`config.mk`:
```
export PLATFORM = sky130hd
export DESIGN_NAME = sync_fifo_flags
export DESIGN_NICKNAME = d
export VERILOG_FILES = /design/src/rtl/sync_fifo_flags.sv
export SDC_FILE = /design/constraint.sdc
export NUM_CORES = 2
export LEC_CHECK = 0
export CAP_MARGIN = 10
export CORE_UTILIZATION = 51
export DETAILED_ROUTE_END_ITERATION = 16
export PLACE_DENSITY = 0.67
export SETUP_SLACK_MARGIN = 0.05
export SLEW_MARGIN = 20
export SYNTH_ARGS = -nofsm -noshare
export SYNTH_HDL_FRONTEND = slang
export SYNTH_SLANG_ARGS = --single-unit
```
`constraint.sdc`:
```
create_clock -name clk -period 5.2 [get_ports clk]
set_input_delay 0.52 -clock clk [delete_from_list [all_inputs] [get_ports clk]]
set_output_delay 0.52 -clock clk [all_outputs]
set_load 0.05 [all_outputs]
```
`src/rtl/sync_fifo_flags.sv`:
```
// Single-clock FIFO with occupancy, half-level and programmable threshold
// flags, a fill count, sticky overflow/underflow errors and an optional
// first-word-fall-through read port.
module sync_fifo_flags #(
    parameter int DEPTH      = 256,
    parameter int DATA_WIDTH = 8,
    parameter int ADDR_WIDTH = 8,
    parameter int FWFT       = 0
) (
    input  logic                  clk,
    input  logic                  rst,
    input  logic                  wr_en,
    input  logic [DATA_WIDTH-1:0] data_in,
    input  logic                  rd_en,
    output logic [DATA_WIDTH-1:0] data_out,
    output logic                  full,
    output logic                  empty,
    output logic                  half_full,
    output logic                  half_empty,
    output logic                  almost_full,
    output logic                  almost_empty,
    input  logic [ADDR_WIDTH:0]   af_thresh,
    input  logic [ADDR_WIDTH:0]   ae_thresh,
    output logic [ADDR_WIDTH:0]   count,
    output logic                  overflow,
    output logic                  underflow,
    input  logic                  clr_err
);

    localparam int PW = ADDR_WIDTH + 1;
    localparam logic [ADDR_WIDTH:0] C_DEPTH = PW'(DEPTH);
    localparam logic [ADDR_WIDTH:0] C_HALF  = PW'(DEPTH / 2);
    localparam logic [ADDR_WIDTH:0] C_ONE   = PW'(1);

    logic [DATA_WIDTH-1:0] r_mem [DEPTH];
    logic [ADDR_WIDTH:0]   r_wr_ptr;
    logic [ADDR_WIDTH:0]   r_rd_ptr;
    logic                  r_overflow;
    logic                  r_underflow;

    logic [ADDR_WIDTH:0]   w_count;
    logic [ADDR_WIDTH-1:0] w_wr_addr;
    logic [ADDR_WIDTH-1:0] w_rd_addr;
    logic                  w_full;
    logic                  w_empty;
    logic                  w_wr_accept;
    logic                  w_rd_accept;

    // Occupancy is the modular pointer difference; the wrap bit makes the
    // full and empty cases distinguishable.
    assign w_count   = r_wr_ptr - r_rd_ptr;
    assign w_wr_addr = r_wr_ptr[ADDR_WIDTH-1:0];
    assign w_rd_addr = r_rd_ptr[ADDR_WIDTH-1:0];
    assign w_full    = (w_count == C_DEPTH);
    assign w_empty   = (w_count == '0);

    // Acceptance looks only at the flags as they stand at the edge, so a
    // read never frees room for a same-cycle write and vice versa. Reset
    // blocks both so nothing lands in memory during the reset cycle.
    assign w_wr_accept = wr_en && !w_full  && !rst;
    assign w_rd_accept = rd_en && !w_empty && !rst;

    assign count        = w_count;
    assign full         = w_full;
    assign empty        = w_empty;
    assign half_full    = (w_count >= C_HALF);
    assign half_empty   = (w_count <  C_HALF);
    assign almost_full  = (w_count >= af_thresh);
    assign almost_empty = (w_count <= ae_thresh);
    assign overflow     = r_overflow;
    assign underflow    = r_underflow;

    // Write and read pointers advance on accepted transfers and wrap freely.
    always_ff @(posedge clk) begin
        if (rst) begin
            r_wr_ptr <= '0;
            r_rd_ptr <= '0;
        end else begin
            if (w_wr_accept) begin
                r_wr_ptr <= r_wr_ptr + C_ONE;
            end
            if (w_rd_accept) begin
                r_rd_ptr <= r_rd_ptr + C_ONE;
            end
        end
    end

    // Storage array; contents are deliberately left unreset.
    always_ff @(posedge clk) begin
        if (w_wr_accept) begin
            r_mem[w_wr_addr] <= data_in;
        end
    end

    // Sticky error flags; a new error event in the same cycle beats clr_err.
    always_ff @(posedge clk) begin
        if (rst) begin
            r_overflow  <= 1'b0;
            r_underflow <= 1'b0;
        end else begin
            if (wr_en && w_full) begin
                r_overflow <= 1'b1;
            end else if (clr_err) begin
                r_overflow <= 1'b0;
            end
            if (rd_en && w_empty) begin
                r_underflow <= 1'b1;
            end else if (clr_err) begin
                r_underflow <= 1'b0;
            end
        end
    end

    generate
        if (FWFT != 0) begin : g_fwft
            // Head word is shown directly; an empty FIFO presents zero.
            assign data_out = w_empty ? '0 : r_mem[w_rd_addr];
        end else begin : g_std
            logic [DATA_WIDTH-1:0] r_data_out;

            // Registered read port: loads the head word on each accepted read
            // and holds it until the next one.
            always_ff @(posedge clk) begin
                if (rst) begin
                    r_data_out <= '0;
                end else if (w_rd_accept) begin
                    r_data_out <= r_mem[w_rd_addr];
                end
            end

            assign data_out = r_data_out;
        end
    endgenerate

endmodule
```
After elaboration in Yosys (flattened, before gate mapping). Memory sizes are Yosys's and may differ from the RTL's. A register that Yosys moved wholly into a read port is not among the register bits. Cells that the tools add are included.

Bits in registers: 20. Memory bits (writable): 2048. Word-level logic and storage cells: 30. Memories kept: 1.

Add/subtract/negate cells: 3. Order comparisons: 4. Equal/unequal tests: 1. Multiplexer cells: 5. Reduce and logical (&&, ||, !) cells: 12.

Memories: r_mem (depth 256, width 8, read ports 1, clocked after memory_dff 1, write ports 1, line 35) `logic [DATA_WIDTH-1:0] r_mem [DEPTH];`.

Operators by type and width (count): 9-bit by 1-bit adder with 9-bit output, second input constant (2); 9-bit == test, second input constant (1); 9-bit by 8-bit greater-or-equal comparator with 1-bit output, second input constant (1); 9-bit greater-or-equal comparator (1); 9-bit less-or-equal comparator (1); 9-bit logical NOT (1); 9-bit by 8-bit less-than comparator with 1-bit output, second input constant (1); 9-bit subtractor (1); 1-bit logical AND (6); 1-bit 2-to-1 mux (5); 2-bit nonzero test (2); 1-bit logical NOT (3).

Longest topological paths before layout.
Depth after elaboration: 7. Mapped depth: 16.

Least setup slack after synthesis. No wires, ideal clock.

Path kind: register to output. From: register r_rd_ptr[2]. To: output almost_empty. Arrival time: 4711 ps. Path slack: -31 ps. Stages on the path, launching flop included: 16. Cell sequence: dfxtp_1 > buf_2 > inv_1 > buf_2 > buf_1 > buf_1 > ha_1 > a211oi_1 > nor2_1 > xor2_1 > ha_1 > o21a_1 > o211ai_1 > a21oi_1 > maj3_1 > a22oi_1.

Cells in the longest elaborated chain, start to end: 2.

RTL lines: start, declared (line 37) `logic [ADDR_WIDTH:0] r_rd_ptr;`; start signal, assigned (line 83) `r_rd_ptr <= r_rd_ptr + C_ONE;`; 9-bit subtractor (line 51) `assign w_count = r_wr_ptr - r_rd_ptr;`; net count[4] (line 24) `output logic [ADDR_WIDTH:0] count,`; 9-bit less-or-equal comparator (line 69) `assign almost_empty = (w_count <= ae_thresh);`; end, declared (line 21) `output logic almost_empty,`.

The timed path passes the listed nets, and every way through them passes these cells.

Worst setup path after layout.
From: register r_wr_ptr[0]. To: output almost_empty.

Cells in the longest elaborated chain, start to end: 2.

RTL lines: start, declared (line 36) `logic [ADDR_WIDTH:0] r_wr_ptr;`; start signal, assigned (line 80) `r_wr_ptr <= r_wr_ptr + C_ONE;`; 9-bit subtractor (line 51); 9-bit less-or-equal comparator (line 69).

Every way passes these cells.

==> results_tabular.tex <==
\begin{tabular}{lr}
\hline
Metric & Value \\
\hline
\multicolumn{2}{l}{\textbf{Outcome}} \\
Status & completed \\
\multicolumn{2}{l}{\textbf{Floorplan}} \\
Initial Util & 0.5130 \\
DIE WIDTH & 400.9 um \\
Y dimension of the die & 400.9 um \\
Placement Rows & 146 \\
Area of the die & 0.1607 mm\^{}2 \\
Number of I/O pins & 56 \\
Placeable Area & 0.1582 mm\^{}2 \\
\multicolumn{2}{l}{\textbf{Setup path}} \\
Data arrival time of the critical path & 4.35 ns \\
Worst setup SP type & flip-flop \\
Worst r2r dst & data\_out[5] \\
Worst R2R Path Depth & 8 \\
Required time of the critical path & 4.68 ns \\
Kind of critical path & flip-flop to output pin \\
Crit end category & output pin \\
Reg-to-reg startpoint & r\_rd\_ptr[0] \\
Reg-to-reg setup timing slack & 0.41 ns \\
Crit Path Max Fanout & 6 \\
\multicolumn{2}{l}{\textbf{Clock network}} \\
Clock tree from TritonCTS & built \\
Hold Buf Count CTS & 0 \\
CTS HTree Levels & 4 \\
Clock insertion delay at the later pin of the skew report & 0.82 ns \\
Number of CTS-inserted buffers & 198 \\
Clock transition at path regs & 0.07 ns \\
Clk sinks & 2,076 \\
Buffer levels on the longest clock path & 3 \\
Clock tree root buffer cell & sky130\_fd\_sc\_hd\_\_clkbuf\_16 \\
\multicolumn{2}{l}{\textbf{Timing}} \\
Final setup skew & 0.02484 ns \\
Transition time of the tightest slew-check pin & 1.301 ns \\
Min Tclk post-route & 4.867 ns \\
Max-slew headroom at the worst pin & 0.1103 \\
Maximum operating frequency & 205.5 MHz \\
Unrepaired setup endpoints after global routing & false \\
Final hold slack & 0.04939 ns \\
Number of setup violations in the final report & 0 \\
Pins Over Slew Limit & 0 \\
Final critical-path share of the clock period & 0.9359 \\
Sum of negative setup slack & 0 ns \\
Hold Vio Cnt, Final & 0 \\
\multicolumn{2}{l}{\textbf{Synthesis}} \\
Number of unique standard cell types used by synthesis & 67 \\
Most used flip-flop cell after synthesis & sky130\_fd\_sc\_hd\_\_edfxtp\_1 \\
Number of flip-flops and latches in the synthesized netlist & 2,076 \\
Total number of yosys warnings & 0 \\
Number of standard cells after synthesis & 4,080 \\
Netlist area before placement & 0.08115 mm\^{}2 \\
Number of nets produced by synthesis & 4,140 \\
Number of enable-type register cells in the synthesized netlist & 2,048 \\
Synthesized area per cell & 19.89 um\^{}2 \\
Sequential cell area fraction in the yosys report & 0.7647 \\
Share of synthesized registers carrying an async set or reset & 0 \\
\multicolumn{2}{l}{\textbf{Layout}} \\
Nets & 4,371 \\
Area of combinational cells with multiple inputs & 0.01796 mm\^{}2 \\
Fillcell total & 11,400 \\
Area overhead of the layout relative to synthesis & 12.92\% \\
Layout cell share with drive strength beyond 1 & 0.2162 \\
Register cell area after layout & 0.06207 mm\^{}2 \\
\multicolumn{2}{l}{\textbf{Place}} \\
Routability cong. & 0.8727 \\
Total of buffers placed on input and output ports & 55 \\
DP Wirelength & 122,700 um \\
\multicolumn{2}{l}{\textbf{Power and ir drop}} \\
Switching part of the total power & 0.2344 \\
Sw Pwr & 8.686 mW \\
Pint & 28.38 mW \\
Leak Pwr & 27.69 nW \\
Comb power frac & 0.117 \\
Total power per unit cell area & 404.5 mW/mm\^{}2 \\
Relative contribution of sequential cells to total power & 0.498 \\
Worst IR Drop VDD & 0.0003596 V \\
Clock network fraction of design power & 0.385 \\
\multicolumn{2}{l}{\textbf{Route}} \\
Routed length per instance & 31.44 um \\
Via Count & 42,110 \\
First-pass iteration count of the detailed router & 8 \\
Count of antenna-violating nets left after detailed routing & 0 \\
Remaining DRCs & 0 \\
Wirelength, routed & 205,800 um \\
Average via count per standard cell & 6.434 \\
DRC marker count from the first detailed-route iteration & 5,167 \\
\multicolumn{2}{l}{\textbf{Worst hold path}} \\
Min-Delay Path Class & primary input to flip-flop \\
Worst Hold Path Cells & 1 \\
Startpoint of the lowest-slack hold path & data\_in[6] \\
Endpoint of the worst hold-timing path & r\_mem[0][6] \\
\multicolumn{2}{l}{\textbf{GRT}} \\
Total routing resource utilization after global routing & 0.2564 \\
Global Route met1 Usage & 0.3613 \\
Vias in the first global route & 41,810 \\
Total congestion overflow & 0 \\
Antenna violations before repair & 4 \\
Global-route wire length before repair & 296,800 um \\
Met2 track demand over resource & 0.4062 \\
Most congested layer reported by global routing & met2 \\
Pin count of the biggest net entering global routing & 181 \\
Met3 Track Usage GR & 0.04347 \\
\multicolumn{2}{l}{\textbf{Flow run}} \\
Number of violations of the max-capacitance limit & 0 \\
\hline
\end{tabular}
worst max-delay path: stages, from the launching register on:
cell and delay, ns:
sky130_fd_sc_hd__dfxtp_1 0.37, sky130_fd_sc_hd__inv_1 0.13, sky130_fd_sc_hd__ha_1 0.18, sky130_fd_sc_hd__inv_1 0.06, sky130_fd_sc_hd__fa_1 0.41, sky130_fd_sc_hd__a211oi_1 0.29, sky130_fd_sc_hd__nor3b_1 0.13, sky130_fd_sc_hd__o21bai_1 0.23
sky130_fd_sc_hd__a21boi_0 0.33, sky130_fd_sc_hd__ha_1 0.33, sky130_fd_sc_hd__a21oi_1 0.15, sky130_fd_sc_hd__a21oi_1 0.09, sky130_fd_sc_hd__maj3_1 0.36, sky130_fd_sc_hd__a22oi_1 0.28, sky130_fd_sc_hd__buf_12 0.18
Yosys cell counts (31+ instances only):
| library cell | n | area share |
|---|---|---|
| sky130_fd_sc_hd__edfxtp_1 | 2048 | 0.76 |
| sky130_fd_sc_hd__mux4_2 | 394 | 0.11 |
| sky130_fd_sc_hd__mux2i_1 | 218 | 0.027 |
| sky130_fd_sc_hd__nor2_1 | 181 | 0.0084 |
| sky130_fd_sc_hd__nor3_1 | 159 | 0.0098 |
| sky130_fd_sc_hd__clkbuf_1 | 101 | 0.0047 |
| sky130_fd_sc_hd__nand2_1 | 100 | 0.0046 |
| sky130_fd_sc_hd__o22ai_1 | 100 | 0.0077 |
| sky130_fd_sc_hd__a22oi_1 | 94 | 0.0087 |
| sky130_fd_sc_hd__buf_2 | 76 | 0.0047 |
| sky130_fd_sc_hd__a21oi_1 | 56 | 0.0035 |
| sky130_fd_sc_hd__o21ai_0 | 48 | 0.0030 |
| sky130_fd_sc_hd__nand3_1 | 47 | 0.0029 |
| sky130_fd_sc_hd__buf_4 | 39 | 0.0036 |
| sky130_fd_sc_hd__inv_1 | 32 | 0.0015 |
| sky130_fd_sc_hd__a211oi_1 | 31 | 0.0029 |
metal layers:
layer,vias to the layer above,share of wire
met2,2129,0.48
li1,17450,-
met1,22170,0.40
met4,4,0.033
met3,359,0.084
met5,-,0.00014
layout make-up:
type	count	area share
Multi-Input combinational cell	1727	0.1960
Clock inverter	119	0.01244
Timing Repair Buffer	275	0.02727
Clock buffer	243	0.05717
Antenna cell	1	0.00002731
Tap cell	2072	0.02829
Inverter	33	0.001393
Sequential cell	2076	0.6774
registers in the layout, summed over array words and instances (netlist names):
name and flops:
data_out 8, overflow 1, r_mem 2048, r_rd_ptr 9, r_wr_ptr 9, underflow 1
placed cells by master, fill, tap and decap left out, types with 8 or more instances in the layout:
cell                                 n
sky130_fd_sc_hd__o41ai_1            22
sky130_fd_sc_hd__dfxtp_1            23
sky130_fd_sc_hd__o211ai_1           13
sky130_fd_sc_hd__clkdlybuf4s50_1    37
sky130_fd_sc_hd__clkinv_2           32
sky130_fd_sc_hd__nand3b_1            9
sky130_fd_sc_hd__clkinv_1           52
sky130_fd_sc_hd__a221oi_1           21
sky130_fd_sc_hd__o21ai_0            48
sky130_fd_sc_hd__edfxtp_1         2048
sky130_fd_sc_hd__o22a_1              8
sky130_fd_sc_hd__a221o_1            12
sky130_fd_sc_hd__a22o_1             22
sky130_fd_sc_hd__clkbuf_16         202
sky130_fd_sc_hd__nand3_1            44
sky130_fd_sc_hd__bufinv_16          21
sky130_fd_sc_hd__inv_1              30
sky130_fd_sc_hd__nor4_1             10
sky130_fd_sc_hd__nor3_1            129
sky130_fd_sc_hd__buf_12             21
sky130_fd_sc_hd__a21oi_1            56
sky130_fd_sc_hd__ha_1               28
sky130_fd_sc_hd__nand2_1            99
sky130_fd_sc_hd__mux2i_1           218
sky130_fd_sc_hd__nor2b_1            29
sky130_fd_sc_hd__o22ai_1           100
sky130_fd_sc_hd__a22oi_1            94
sky130_fd_sc_hd__mux4_2            394
sky130_fd_sc_hd__inv_6               8
sky130_fd_sc_hd__clkbuf_1           38
sky130_fd_sc_hd__nor3_2             31
sky130_fd_sc_hd__a211oi_1           31
sky130_fd_sc_hd__a2111oi_0          14
sky130_fd_sc_hd__o31ai_1            10
sky130_fd_sc_hd__a31oi_1            22
sky130_fd_sc_hd__buf_4             208
sky130_fd_sc_hd__nor2_1            174
timing repair:
| action | CTS | global route |
|---|---|---|
| hold endpoints to repair | 0 | 0 |
| resized for setup | 0 | 1 |
| buffers inserted | 0 | 2 |
| setup endpoints to repair | 0 | 1 |
cell families (layout without fill, tap and decap cells):
kind of cell | Yosys count | after routing | synth area share
XOR/XNOR | 12 | 12 | 0.001388
AND/OR/NAND/NOR | 569 | 569 | 0.03253
adder cells (fa/ha/maj) | 32 | 32 | 0.004934
flip-flops | 2076 | 2076 | 0.7647
buffers and inverters | 277 | 670 | 0.01681
multiplexers | 613 | 613 | 0.1364
other | 0 | 1 | 0
AO/OA/AOI/OAI | 501 | 501 | 0.04322
through the flow:
| stage | power [mW] | worst slack (ns) | utilization | cells | instance area, um^2 |
|---|---|---|---|---|---|
| 2_1_floorplan | 21.67 | 0.02829 | - | 4080 | 81160 |
| 3_3_place_gp | 23.14 | 0.5932 | 0.5377 | 6180 | 85060 |
| 3_5_place_dp | 23.18 | 0.5449 | 0.5378 | 6180 | 85080 |
| 4_1_cts | 37.24 | 0.1750 | 0.5781 | 6542 | 91460 |
| 5_1_grt | 38.03 | 0.05896 | 0.5792 | 6545 | 91630 |
| 6_report | 37.06 | 0.3333 | 0.5792 | 6546 | 91630 |
power groups by stage:
stage | clock network, mW | logic, mW | registers, mW
after floorplan | 0 | 2.83 | 18.8
after global placement | 0 | 4.33 | 18.8
after detailed placement | 0 | 4.37 | 18.8
after CTS | 14.4 | 4.38 | 18.5
after global routing | 15.0 | 4.58 | 18.5
final | 14.3 | 4.35 | 18.5
how the worst max path moves through the flow:
stage	startpoint	to	cells after the start
floorplan	r_rd_ptr[2]	almost_empty	15
CTS	r_rd_ptr[5]	almost_full	12
finish	r_wr_ptr[0]	almost_empty	14
detailed placement	r_rd_ptr[0]	data_out[5]	8
global placement	r_rd_ptr[0]	data_out[5]	8
global route	r_rd_ptr[1]	almost_full	14
No activity file was read; power rests on OpenSTA's default activity.
